`config.mk`:
```
export PLATFORM = sky130hd
export DESIGN_NAME = down_cnt_reload
export DESIGN_NICKNAME = d
export VERILOG_FILES = /design/src/rtl/down_cnt_reload_pkg.sv /design/src/rtl/down_cnt_reload.sv
export SDC_FILE = /design/constraint.sdc
export NUM_CORES = 1
export LEC_CHECK = 0
export ABC_CLOCK_PERIOD_IN_PS = 2400
export CAP_MARGIN = 5
export CORE_MARGIN = 2
export CORE_UTILIZATION = 59
export CTS_BUF_LIST = sky130_fd_sc_hd__clkbuf_8
export DETAILED_ROUTE_END_ITERATION = 10
export DONT_BUFFER_PORTS = 1
export PLACE_DENSITY = 0.87
export SLEW_MARGIN = 10
export SYNTH_ARGS = -nofsm -noshare
export SYNTH_HDL_FRONTEND = slang
export SYNTH_SLANG_ARGS = --single-unit
```
`constraint.sdc`:
```
create_clock -name CLK -period 2.4 [get_ports CLK]
set_clock_uncertainty 0.2 [all_clocks]
set_input_delay 0.24 -clock CLK [delete_from_list [all_inputs] [get_ports CLK]]
set_output_delay 0.24 -clock CLK [all_outputs]
set_load 0.005 [all_outputs]
```
`src/rtl/down_cnt_reload_pkg.sv`:
```
// Shared state encoding for the reloadable down-counter.
// Latency: n/a (declarations only).
// Backpressure: n/a (declarations only).
package down_cnt_reload_pkg;

  // Two-state control: IDLE holds the count, RUN counts down on CE.
  localparam logic ST_IDLE = 1'b0;
  localparam logic ST_RUN  = 1'b1;

endpackage

```
`src/rtl/down_cnt_reload.sv`:
```
// Programmable down-counting rate generator with double-buffered period and one-shot mode.
// Latency: Q/DONE registered (1 cycle after the causing edge); BO is combinational in the same cycle.
// Backpressure: none; CE gates every count step, STOP/START override counting.
module down_cnt_reload
  import down_cnt_reload_pkg::*;
#(
  parameter int W            = 16,
  parameter int RESET_PERIOD = 1
) (
  input  logic         CLK,
  input  logic         RST_N,
  input  logic         CE,
  input  logic [W-1:0] PERIOD,
  input  logic         PERIOD_WE,
  input  logic         START,
  input  logic         STOP,
  input  logic         ONESHOT,
  output logic [W-1:0] Q,
  output logic         BO,
  output logic         BUSY,
  output logic         DONE
);

  logic         r_state;
  logic [W-1:0] r_q;
  logic [W-1:0] r_shadow;
  logic         r_mode_os;
  logic         r_done;

  logic [W-1:0] w_eff;
  logic         w_q_zero;

  // Reload value for a period of P ticks; P=0 is treated as P=1 so the
  // counter never has to represent a negative start point.
  function automatic logic [W-1:0] load_val(input logic [W-1:0] p);
    return (p == '0) ? '0 : (p - W'(1));
  endfunction

  // A period written in the same cycle as a load is used immediately,
  // otherwise the buffered shadow value applies.
  assign w_eff    = PERIOD_WE ? PERIOD : r_shadow;
  assign w_q_zero = (r_q == '0);

  // Borrow is only meaningful for a real count step in RUN; STOP and
  // START both pre-empt the step, so they also suppress the borrow.
  assign BO   = (r_state == ST_RUN) & CE & w_q_zero & ~STOP & ~START;
  assign BUSY = (r_state == ST_RUN);
  assign Q    = r_q;
  assign DONE = r_done;

  // Control state, count, shadow period and one-shot completion pulse.
  always_ff @(posedge CLK) begin
    if (!RST_N) begin
      r_state   <= ST_IDLE;
      r_q       <= '0;
      r_shadow  <= W'(RESET_PERIOD);
      r_mode_os <= 1'b0;
      r_done    <= 1'b0;
    end else begin
      r_done <= 1'b0;
      // The shadow only feeds future loads; it never touches the live count.
      if (PERIOD_WE) begin
        r_shadow <= PERIOD;
      end
      case (r_state)
        ST_IDLE: begin
          if (START && !STOP) begin
            r_state   <= ST_RUN;
            r_q       <= load_val(w_eff);
            r_mode_os <= ONESHOT;
          end
        end
        default: begin
          if (STOP) begin
            r_state <= ST_IDLE;
          end else if (START) begin
            r_q       <= load_val(w_eff);
            r_mode_os <= ONESHOT;
          end else if (CE) begin
            if (!w_q_zero) begin
              r_q <= r_q - W'(1);
            end else if (r_mode_os) begin
              r_q     <= '0;
              r_state <= ST_IDLE;
              r_done  <= 1'b1;
            end else begin
              r_q <= load_val(w_eff);
            end
          end
        end
      endcase
    end
  end

endmodule

```
After elaboration in Yosys (flattened, before gate mapping)
Cells that the tools add are included.
- multiplexer cells: 21
- bitwise gates (word level): 10
- reductions and logical operators: 8
- add/sub/neg operators: 2
- equal/unequal tests: 3
- operators by type and width (kind ; count):
    two-way mux 16 bit ; 9
    zero test 16 bit ; 2
    subtractor 16 x 1 -> 16 bit, second input constant ; 2
    two-way mux 1 bit ; 12
    NOT 1 bit ; 6
    AND reduction 3 bit ; 2
    OR reduction 6 bit ; 1
    bitwise AND 1 bit ; 4
    != test 2 bit, second input constant ; 2
    != test 3 bit, second input constant ; 1
    nonzero test 2 bit ; 1
    logical AND 1 bit ; 1
    zero test 1 bit ; 1
- bits of input ports: 23
- word-level logic and storage cells: 49
- bits in registers: 35

Logic depth before layout (Yosys ltp)
Gate-level depths: netlist of run 1.
- depth after elaboration: 9
- gate-level depth with buffers: 10

Worst setup path after synthesis of run 1
OpenSTA, ideal clock, no wires.
- kind: input -> register
- start: input PERIOD_WE
- end: register r_q[12], in the netlist Q[12]
- path buffers: 3
- arrival: 2201 ps
- stages: 10
- setup slack: -70 ps
- setup time: 69 ps
- data required time: 2131 ps
- cells stage by stage: buf_2 buf_2 buf_2 mux2i_1 ha_1 o221a_2 nand2_1 nor2_1 mux2_2 o21ai_1
- longest elaborated chain between the ends: 9
- RTL lines (item ; line ; source):
    start: declaration ; down_cnt_reload.sv:14 ; input logic PERIOD_WE,
    two-way mux 16 bit * ; -- ;
    subtractor 16 x 1 -> 16 bit / zero test 16 bit (equally long branches) ; down_cnt_reload.sv:36 ; return (p == '0) ? '0 : (p - W'(1));
    two-way mux 16 bit * ; down_cnt_reload.sv:36 ;
    two-way mux 16 bit ; down_cnt_reload.sv:82 ; end else if (r_mode_os) begin
    two-way mux 16 bit ; down_cnt_reload.sv:80 ; if (!w_q_zero) begin
    two-way mux 16 bit ; down_cnt_reload.sv:79 ; end else if (CE) begin
    two-way mux 16 bit ; down_cnt_reload.sv:76 ; end else if (START) begin
    two-way mux 16 bit ; down_cnt_reload.sv:74 ; if (STOP) begin
    two-way mux 16 bit * ; down_cnt_reload.sv:65 ; case (r_state)
    end signal: assignment ; down_cnt_reload.sv:69 ; r_q <= load_val(w_eff);
    end signal: assignment ; down_cnt_reload.sv:77 ; r_q <= load_val(w_eff);
    end signal: assignment ; down_cnt_reload.sv:81 ; r_q <= r_q - W'(1);
    end: declaration ; down_cnt_reload.sv:25 ; logic [W-1:0] r_q;
Mark *: on every way between the ends. The rest lies on a longest branch, timed or not. The select of a mux whose other input is x is not followed.
A chain may end at the register's enable or synchronous reset.

Worst setup path after layout of run 1
- start: input PERIOD[1]
- end: register r_q[12], in the netlist Q[12]
- longest elaborated chain between the ends: 9
- RTL lines (item ; line ; source):
    start: declaration ; down_cnt_reload.sv:13 ; input logic [W-1:0] PERIOD,
    two-way mux 16 bit * ; -- ;
    subtractor 16 x 1 -> 16 bit / zero test 16 bit (equally long branches) ; down_cnt_reload.sv:36 ;
    two-way mux 16 bit * ; down_cnt_reload.sv:36 ;
    two-way mux 16 bit ; down_cnt_reload.sv:82 ;
    two-way mux 16 bit ; down_cnt_reload.sv:80 ;
    two-way mux 16 bit ; down_cnt_reload.sv:79 ;
    two-way mux 16 bit ; down_cnt_reload.sv:76 ;
    two-way mux 16 bit ; down_cnt_reload.sv:74 ;
    two-way mux 16 bit * ; down_cnt_reload.sv:65 ;
Marks and branches as above.

==> results.toml, run 1 <==
[status]
status = "complete, no violations"

[floorplanning]
row_count = 22
die_area_um2 = 4370
start_util_pct = 61.7
coreArea_um2 = 3690
die_h_um = 66.1
die_w_um = 66.1
io_pins = 42

[timing]
fmax_mhz = 425
fin_ws_ns = 0.0487
slew_headroom_pct = 70.0
rsz0062_at_grt = "no"
timing.final.crit_period_ns = 2.35
post-route-period-util_pct = 98.0
tns_ns = 0
finalHoldViolations = 0
worstMarginPinSlew_ns = 0.447
finalSetupViolCount = 0
maxSlewViolCount = 0

[setup_path]
startpoint_type = "primary input"
worst_setup_path_end_kind = "register"
path_max_fanout = 5
arrival_ns = 2.37
critPathRequiredTime_ns = 2.42
crit_type = "primary input to register"

[synthesis]
synth_top_family_by_area = "simple AND/OR/NAND/NOR gates"
synth_warnings = 0
syn_avg_cell_area_um2 = 8.27
ys_seq_area_share_pct = 30.8
synth-xor-area-share_pct = 5.01
syn_inst = 275
synthFlopType = "dfxtp_1"
muxShareOfSynthArea_pct = 8.47
synth_edf_count = 0
synth_nets = 301
synth.largest_area_cell = "dfxtp_1"
yosysUniqueCellTypes = 57
synth_fa_ha_area_share_pct = 1.65
netlist_area_um2 = 2270
synth_top_area_share_pct = 30.8
async_reset_ff_share_pct = 0
synth_simple_gate_area_share_pct = 28.5
synth.area.top_cells = "dfxtp_1, mux2i_1, nor2_1, a21oi_1, nor3_1"
synth-compound-area-share_pct = 21.5
ys_seq_elements = 35

[drt]
totalWireLength_um = 6480
antenna_left = 0
wl_met1_um = 2650
detail_route.iter0.violations = 256
vias = 2283
met2WireLength_um = 3100
drt_first_pass_iters = 7
top_layer = "met4"
wl_per_cell_um = 18.3
drc = 0
wl_met3_um = 557
via_per_inst = 6.45

[grt]
antenna_found_initial = 0
grt-ovfl-total = 0
grt_max_degree = 41
grt_pass1_vias = 2211
track_usage_pct = 30.7
grt_pass1_wl_um = 10400

[clock_network]
cts_buffers = 5
root_buffer = "clkbuf_8"
htreeDepth = 2
clock_latency_ns = 0.28
clock-sinks = 35
clk_path_buf_depth = 2
cts_tree = "yes"
path_clk_slew_ns = 0.07

[final_layout]
area_delta_synth_final_pct = 18.8
finalNonFillerCells = 354
fillers = 269
post_route_cells_drive_above_1_share_pct = 14.1
final_nets = 332
final_cell_mix = "nor2_1, dfxtp_1, dlygate4sd3_1"
final_cell_area_um2 = 2700
final_common_cell = "nor2_1"
antenna-diode-count = 0

[place]
numPortBuffers = 0
dp_hpwl_um = 4060
pre_cts_ws_ns = 0.300
gp_routability_congestion = 0.893
place_inst = 318
place_area_um2 = 2320

[pwr]
p_leak_nw = 1.03
p_per_area_nw_per_um2 = 565
ir_drop_mv = 0.385
p_total_w = 0.00153

[worst_hold_path]
hold_path.class = "primary input to register"

[job]
cap_violations = 0
-- flip-flops by register name, indices dropped and copies added (netlist names) --
| name | cells |
|---|---|
| BUSY | 1 |
| Q | 16 |
| r_mode_os | 1 |
| DONE | 1 |
| r_shadow | 16 |
-- cell type report --
cell class	count	area, µm²	share of cell area (%)
multi-input cells	222	1500	55.4
clock buffers	6	82.6	3.06
clock inverters	1	5.00	0.185
well taps	48	60.1	2.22
inverters	7	26.3	0.972
flip-flops and latches	35	704	26.1
repair buffers	35	328	12.1
-- worst max-delay path: stages --
cell and delay, ns:
dlygate4sd3_1 0.57, mux2i_1 0.28, ha_2 0.31, o221a_2 0.27, nand2_1 0.11, nor2_1 0.12, mux2_2 0.36, o21ai_1 0.11
-- where the power goes --
group | leakage, nW | switching, W | internal (W)
registers | 0.289 | 0.0000483 | 0.000616
logic | 0.690 | 0.000236 | 0.000191
clock network | 0.0470 | 0.000209 | 0.000225
-- kinds of logic (layout without fill, tap and decap cells) --
family                     count (synthesis)  in the layout
and+or+nand+nor                          114            114
AOI/OAI and AO/OA                         73             73
DFF                                       35             35
muxes                                     19             19
buffers and inverters                     18             49
xor gates and xnor gates                  13             13
adders and majority gates                  3              3
-- final timing paths --
kind                            startpoint            to  slack, ns  cells past startpoint
worst max-delay path             PERIOD[1]         Q[12]       0.05                      8
worst min-delay path            PERIOD[12]  r_shadow[12]      0.005                      2
worst max register to register        Q[5]          BUSY       0.09                      7
worst min register to register   r_mode_os          DONE       0.33                      2
-- synthesized netlist by cell type (4+ instances only) --
library cell  count
a21o_1            5
a21oi_1          17
a31oi_1           5
clkbuf_1          4
dfxtp_1          35
inv_1             6
mux2i_1          17
nand2_1          17
nand3_1           5
nand3b_1          4
nor2_1           38
nor3_1           16
nor3b_1           6
nor4_1            4
o21ai_0           9
o21ai_1           6
o22ai_1          10
o31ai_1           5
xnor2_1           9
xor2_1            4
-- layer usage --
layer	track usage, %	vias up
li1	-	1078
met1	37.5	1058
met2	53.3	129
met3	8.01	18
met4	8.16	0
met5	0	-
-- metrics by stage --
step / hold WS, ns / util [%]
after floorplan: 0.119 / -
after detailed placement: 0.113 / 62.9
after global routing: 0.00636 / 73.3
after CTS: 0.00289 / 72.3
after global placement: 0.103 / 62.9
final: 0.00539 / 73.3
-- what timing repair did --
action | 4_1_cts | 5_1_grt
hold buffers | 26 | 0
endpoints found under the setup margin | 0 | 1
resized for setup | 0 | 5
buffers inserted | 0 | 3
endpoints found under the hold margin | 20 | 0
(Power assumes the default switching activity.)
==> run 2: changes to the inputs <==
--- a/config.mk
+++ b/config.mk
@@ -8,11 +8,10 @@
 export ABC_CLOCK_PERIOD_IN_PS = 2400
 export CAP_MARGIN = 5
 export CORE_MARGIN = 2
-export CORE_UTILIZATION = 59
+export CORE_UTILIZATION = 49
 export CTS_BUF_LIST = sky130_fd_sc_hd__clkbuf_8
 export DETAILED_ROUTE_END_ITERATION = 10
-export DONT_BUFFER_PORTS = 1
-export PLACE_DENSITY = 0.87
+export PLACE_DENSITY = 0.88
 export SLEW_MARGIN = 10
 export SYNTH_ARGS = -nofsm -noshare
 export SYNTH_HDL_FRONTEND = slang
==> run 2 against run 1 <==
Clock power about the same; non-clock buffer count up 39; utilization down 3.9 points; critical endpoint is now BO; sequential power about the same; first-iteration DRC count down 7.8%; fmax up 2.7%; total power up 4.8%.
==> results.toml, run 2 (synthesis gave the netlist of run 1 again) <==
[grt]
antenna_found_initial = 0
grt_pass1_wl_um = 10300
track_usage_pct = 25.7
grt_pass1_vias = 2206
grt-ovfl-total = 0
grt_max_degree = 27

[setup_path]
crit_type = "register to primary output"
crit_family = "simple AND/OR/NAND/NOR gates"
slowest_stage = "clkdlybuf4s50_1"
startpoint_type = "register"
critPathRequiredTime_ns = 1.96
arrival_ns = 1.85
critPathMaxStageDelay_ns = 0.51
worst_setup_path_end_kind = "primary output"
cp_num_buf_inv = 1
path_max_fanout = 7
path_cells = "nor3_4 > nand3b_4 > nor3_2 > clkdlybuf4s50_1"

[drt]
via_per_inst = 6.11
detail_route.iter0.violations = 236
totalWireLength_um = 6300
wl_per_cell_um = 15.9
drc = 0
vias = 2425
drt_first_pass_iters = 5
antenna_left = 0

[worst_hold_path]
hold_path.class = "register to register"

[floorplanning]
coreArea_um2 = 4410
die_area_um2 = 5200
start_util_pct = 51.5
die_w_um = 72.1
die_h_um = 72.1
row_count = 24
io_pins = 42

[pwr]
p_comb_share_pct = 31.3
pwr-share-clk_pct = 27.2
p_per_area_nw_per_um2 = 523
p_total_w = 0.00160
p_leak_nw = 1.20
p_sw_w = 0.000521
swShare_pct = 32.5
p_seq_share_pct = 41.4
p_int_w = 0.00108
ir_drop_mv = 0.292

[clock_network]
clock_latency_ns = 0.29
cts_buffers = 5
htreeDepth = 2
clock-sinks = 35
ctsHoldBuffers = 0
root_buffer = "clkbuf_8"
path_clk_slew_ns = 0.07
cts_tree = "yes"
clk_path_buf_depth = 2

[final_layout]
final_cell_mix = "clkdlybuf4s50_1, nor2_1, dfxtp_1"
area.sequential_um2 = 701
post_route_cells_drive_above_1_share_pct = 19.4
fillers = 370
finalNonFillerCells = 397
final_nets = 371
final_common_cell = "clkdlybuf4s50_1"
multi_input_area_um2 = 1520
area_delta_synth_final_pct = 34.5
antenna-diode-count = 0

[place]
numPortBuffers = 41
place_inst = 387
gp_routability_congestion = 0.927
dp_hpwl_um = 4630
pre_cts_ws_ns = -0.132

[timing]
maxSlewViolCount = 0
finalSetupViolCount = 0
post-route-period-util_pct = 95.4
slew_headroom_pct = 64.7
finalHoldViolations = 0
fin_ws_ns = 0.110
worstMarginPinSlew_ns = 0.525
fmax_mhz = 437
timing.final.crit_period_ns = 2.29
tns_ns = 0

[status]
status = "complete, no violations"

[job]
cap_violations = 0
run 2: worst paths after layout:
kind / from / to / slack, ns / cells past startpoint
setup reg to reg: Q[2] / Q[5] / 0.17 / 7
setup / recovery: Q[12] / BO / 0.11 / 4
hold reg to reg: r_mode_os / DONE / 0.33 / 2
hold / removal: r_mode_os / DONE / 0.33 / 2
run 2: worst reg2reg max path, delay by kind of cell, from the launching register on:
kind	cells	cell delay, ns
AO/OA/AOI/OAI	4	0.84
AND/OR/NAND/NOR	2	0.51
flip-flops	1	0.39
buffers and inverters	1	0.18
run 2: power by group through the flow:
stage	registers, W	clock network (W)	logic [W]
after floorplan	0.000665	0	0.000293
after global placement	0.000670	0	0.000454
after detailed placement	0.000672	0	0.000465
after CTS	0.000659	0.000444	0.000475
after global routing	0.000667	0.000473	0.000543
final	0.000663	0.000436	0.000501
run 2: cell type report:
class,count,area share (%)
timing repair buffer,74,21.5
tap,52,2.13
sequential,35,22.9
multi-input combinational,222,49.8
clock inverter,1,0.164
clock buffer,6,2.70
inverter,7,0.859
run 2: routing by layer:
layer	share of wire, %	global-route usage [%]	vias to the layer above
met3	7.2	6.67	18
met5	0	0	-
met2	46	38.6	111
li1	-	-	1159
met4	3.1	16.4	0
met1	44	32.5	1137
run 2: repair_timing:
item,in CTS,in global routing
pin swaps,1,1
setup endpoints to repair,1,15
resized for setup,1,5
setup buffers,1,2
run 2: through the flow:
step	instance area [µm²]	hold slack (ns)	utilization (%)
3_3_place_gp	2910	0.293	66.0
2_1_floorplan	2290	0.119	-
6_report	3060	0.328	69.3
5_1_grt	3060	0.352	69.3
3_5_place_dp	2910	0.311	66.0
4_1_cts	3020	0.321	68.3
==> run 3: changes to the inputs <==
--- a/config.mk
+++ b/config.mk
@@ -11,7 +11,7 @@
 export CORE_UTILIZATION = 49
 export CTS_BUF_LIST = sky130_fd_sc_hd__clkbuf_8
 export DETAILED_ROUTE_END_ITERATION = 10
-export PLACE_DENSITY = 0.88
+export PLACE_DENSITY = 0.85
 export SLEW_MARGIN = 10
 export SYNTH_ARGS = -nofsm -noshare
 export SYNTH_HDL_FRONTEND = slang
==> run 3 against run 2 <==
Register-to-register slack better by 0.03 ns; routed wire length grew 1.6%; utilization decreased by 0.20 points; critical path type unchanged.
==> results.toml, run 3 (synthesis gave the netlist of run 1 again) <==
[worst_hold_path]
hold_depth = 2
min_to = "DONE"
min_from = "r_mode_os"
hold_path.class = "register to register"

[timing]
finalHoldViolations = 0
slew_headroom_pct = 67.8
finalSetupViolCount = 0
rsz0062_at_grt = "no"
post-route-period-util_pct = 96.2
worstMarginPinSlew_ns = 0.480
fmax_mhz = 433
timing.final.crit_period_ns = 2.31
fin_ws_ns = 0.0923
maxSlewViolCount = 0

[drt]
antenna_left = 0
vias = 2443
via_per_inst = 6.12
wl_per_cell_um = 16.0
drc = 0
detail_route.iter0.violations = 243
totalWireLength_um = 6390
drt_first_pass_iters = 5

[final_layout]
antenna-diode-count = 0
final_nets = 373
final_cell_mix = "clkdlybuf4s50_1, nor2_1, dfxtp_1, buf_4"
final_common_cell = "clkdlybuf4s50_1"
post_route_cells_drive_above_1_share_pct = 19.0
area_delta_synth_final_pct = 34.2
final_util_pct = 69.1

[grt]
grt_max_degree = 27
track_usage_pct = 25.7
grt_pass1_vias = 2346
grt-ovfl-total = 0
grt_pass1_wl_um = 10600
antenna_found_initial = 0

[clock_network]
clock_latency_ns = 0.29
root_buffer = "clkbuf_8"
cts_buffers = 5
clk_path_buf_depth = 2
path_clk_slew_ns = 0.07
clock-sinks = 35
htreeDepth = 2
cts_tree = "yes"

[place]
gp_routability_congestion = 0.899
pre_cts_ws_ns = -0.148
dp_hpwl_um = 4810
numPortBuffers = 41

[setup_path]
crit_type = "register to primary output"
arrival_ns = 1.87
startpoint_type = "register"
path_max_fanout = 7
r2r_end = "Q[0]"
ff2ff_path_depth = 7
regToRegSetupSlack_ns = 0.20
worst_setup_path_end_kind = "primary output"
critPathRequiredTime_ns = 1.96
timing.rr.start = "Q[0]"

[floorplanning]
coreArea_um2 = 4410
row_count = 24
die_h_um = 72.1
start_util_pct = 51.5
die_area_um2 = 5200
die_w_um = 72.1
io_pins = 42

[pwr]
ir_drop_mv = 0.336
p_leak_nw = 1.21
p_per_area_nw_per_um2 = 524

[job]
cap_violations = 0

[status]
status = "complete, no violations"
-- run 3: critical path: stages, from the launching register on --
cell and delay (ns):
dfxtp_1 0.38, nor3_4 0.30, nand3b_4 0.18, nor3_1 0.20, clkdlybuf4s50_1 0.52
-- run 3: through the flow --
| stage | area (µm²) | hold WS (ns) | instances | total power [W] | setup TNS, ns |
|---|---|---|---|---|---|
| 2_1_floorplan | 2290 | 0.119 | 275 | 0.000958 | 0 |
| 3_3_place_gp | 2920 | 0.279 | 388 | 0.00113 | -0.311 |
| 3_5_place_dp | 2920 | 0.292 | 388 | 0.00114 | -1.61 |
| 4_1_cts | 3020 | 0.304 | 396 | 0.00158 | 0 |
| 5_1_grt | 3050 | 0.319 | 399 | 0.00169 | 0 |
| 6_report | 3050 | 0.304 | 399 | 0.00160 | 0 |
-- run 3: power breakdown --
part	leakage, nW	total [W]	internal, W	switching, W
sequential	0.287	0.000663	0.000616	0.0000476
clock	0.0470	0.000427	0.000225	0.000203
combinational	0.874	0.000507	0.000244	0.000263
total	1.21	0.00160	0.00108	0.000513
-- run 3: metal layers --
| metal | share of wire (%) | up-vias | track usage (%) | wire [µm] |
|---|---|---|---|---|
| met3 | 7.7 | 19 | 5.56 | 492 |
| met4 | 3.6 | 0 | 13.6 | 233 |
| met1 | 43 | 1134 | 32.5 | 2720 |
| met5 | 0 | - | 0 | 0 |
| met2 | 46 | 131 | 40.9 | 2950 |
| li1 | - | 1159 | - | - |
-- run 3: final cells by class --
type,count,area [µm²]
Clock inverter,1,5.00
Sequential cell,35,701
Tap cell,52,65.1
Timing Repair Buffer,76,676
Multi-Input combinational cell,222,1500
Clock buffer,6,82.6
Inverter,7,26.3
Fill cell,366,1360
-- run 3: worst max-delay path by stage --
| stage | start | cells after the start | slack [ns] | endpoint |
|---|---|---|---|---|
| final | Q[13] | 4 | 0.09 | BO |
| after global placement | PERIOD_WE | 8 | -0.05 | Q[0] |
| after global routing | Q[13] | 4 | 0.003 | BO |
| after floorplan | PERIOD_WE | 10 | 0.004 | Q[12] |
| after detailed placement | PERIOD_WE | 8 | -0.15 | Q[0] |
| after CTS | Q[5] | 4 | 0.04 | BO |
-- run 3: what timing repair did --
item,in CTS,in global routing
endpoints found under the setup margin,1,3
resized for setup,1,2
hold endpoints to repair,0,0
hold buffers,0,0
buffers inserted,1,3
pin swaps,1,2
gates cloned,0,0
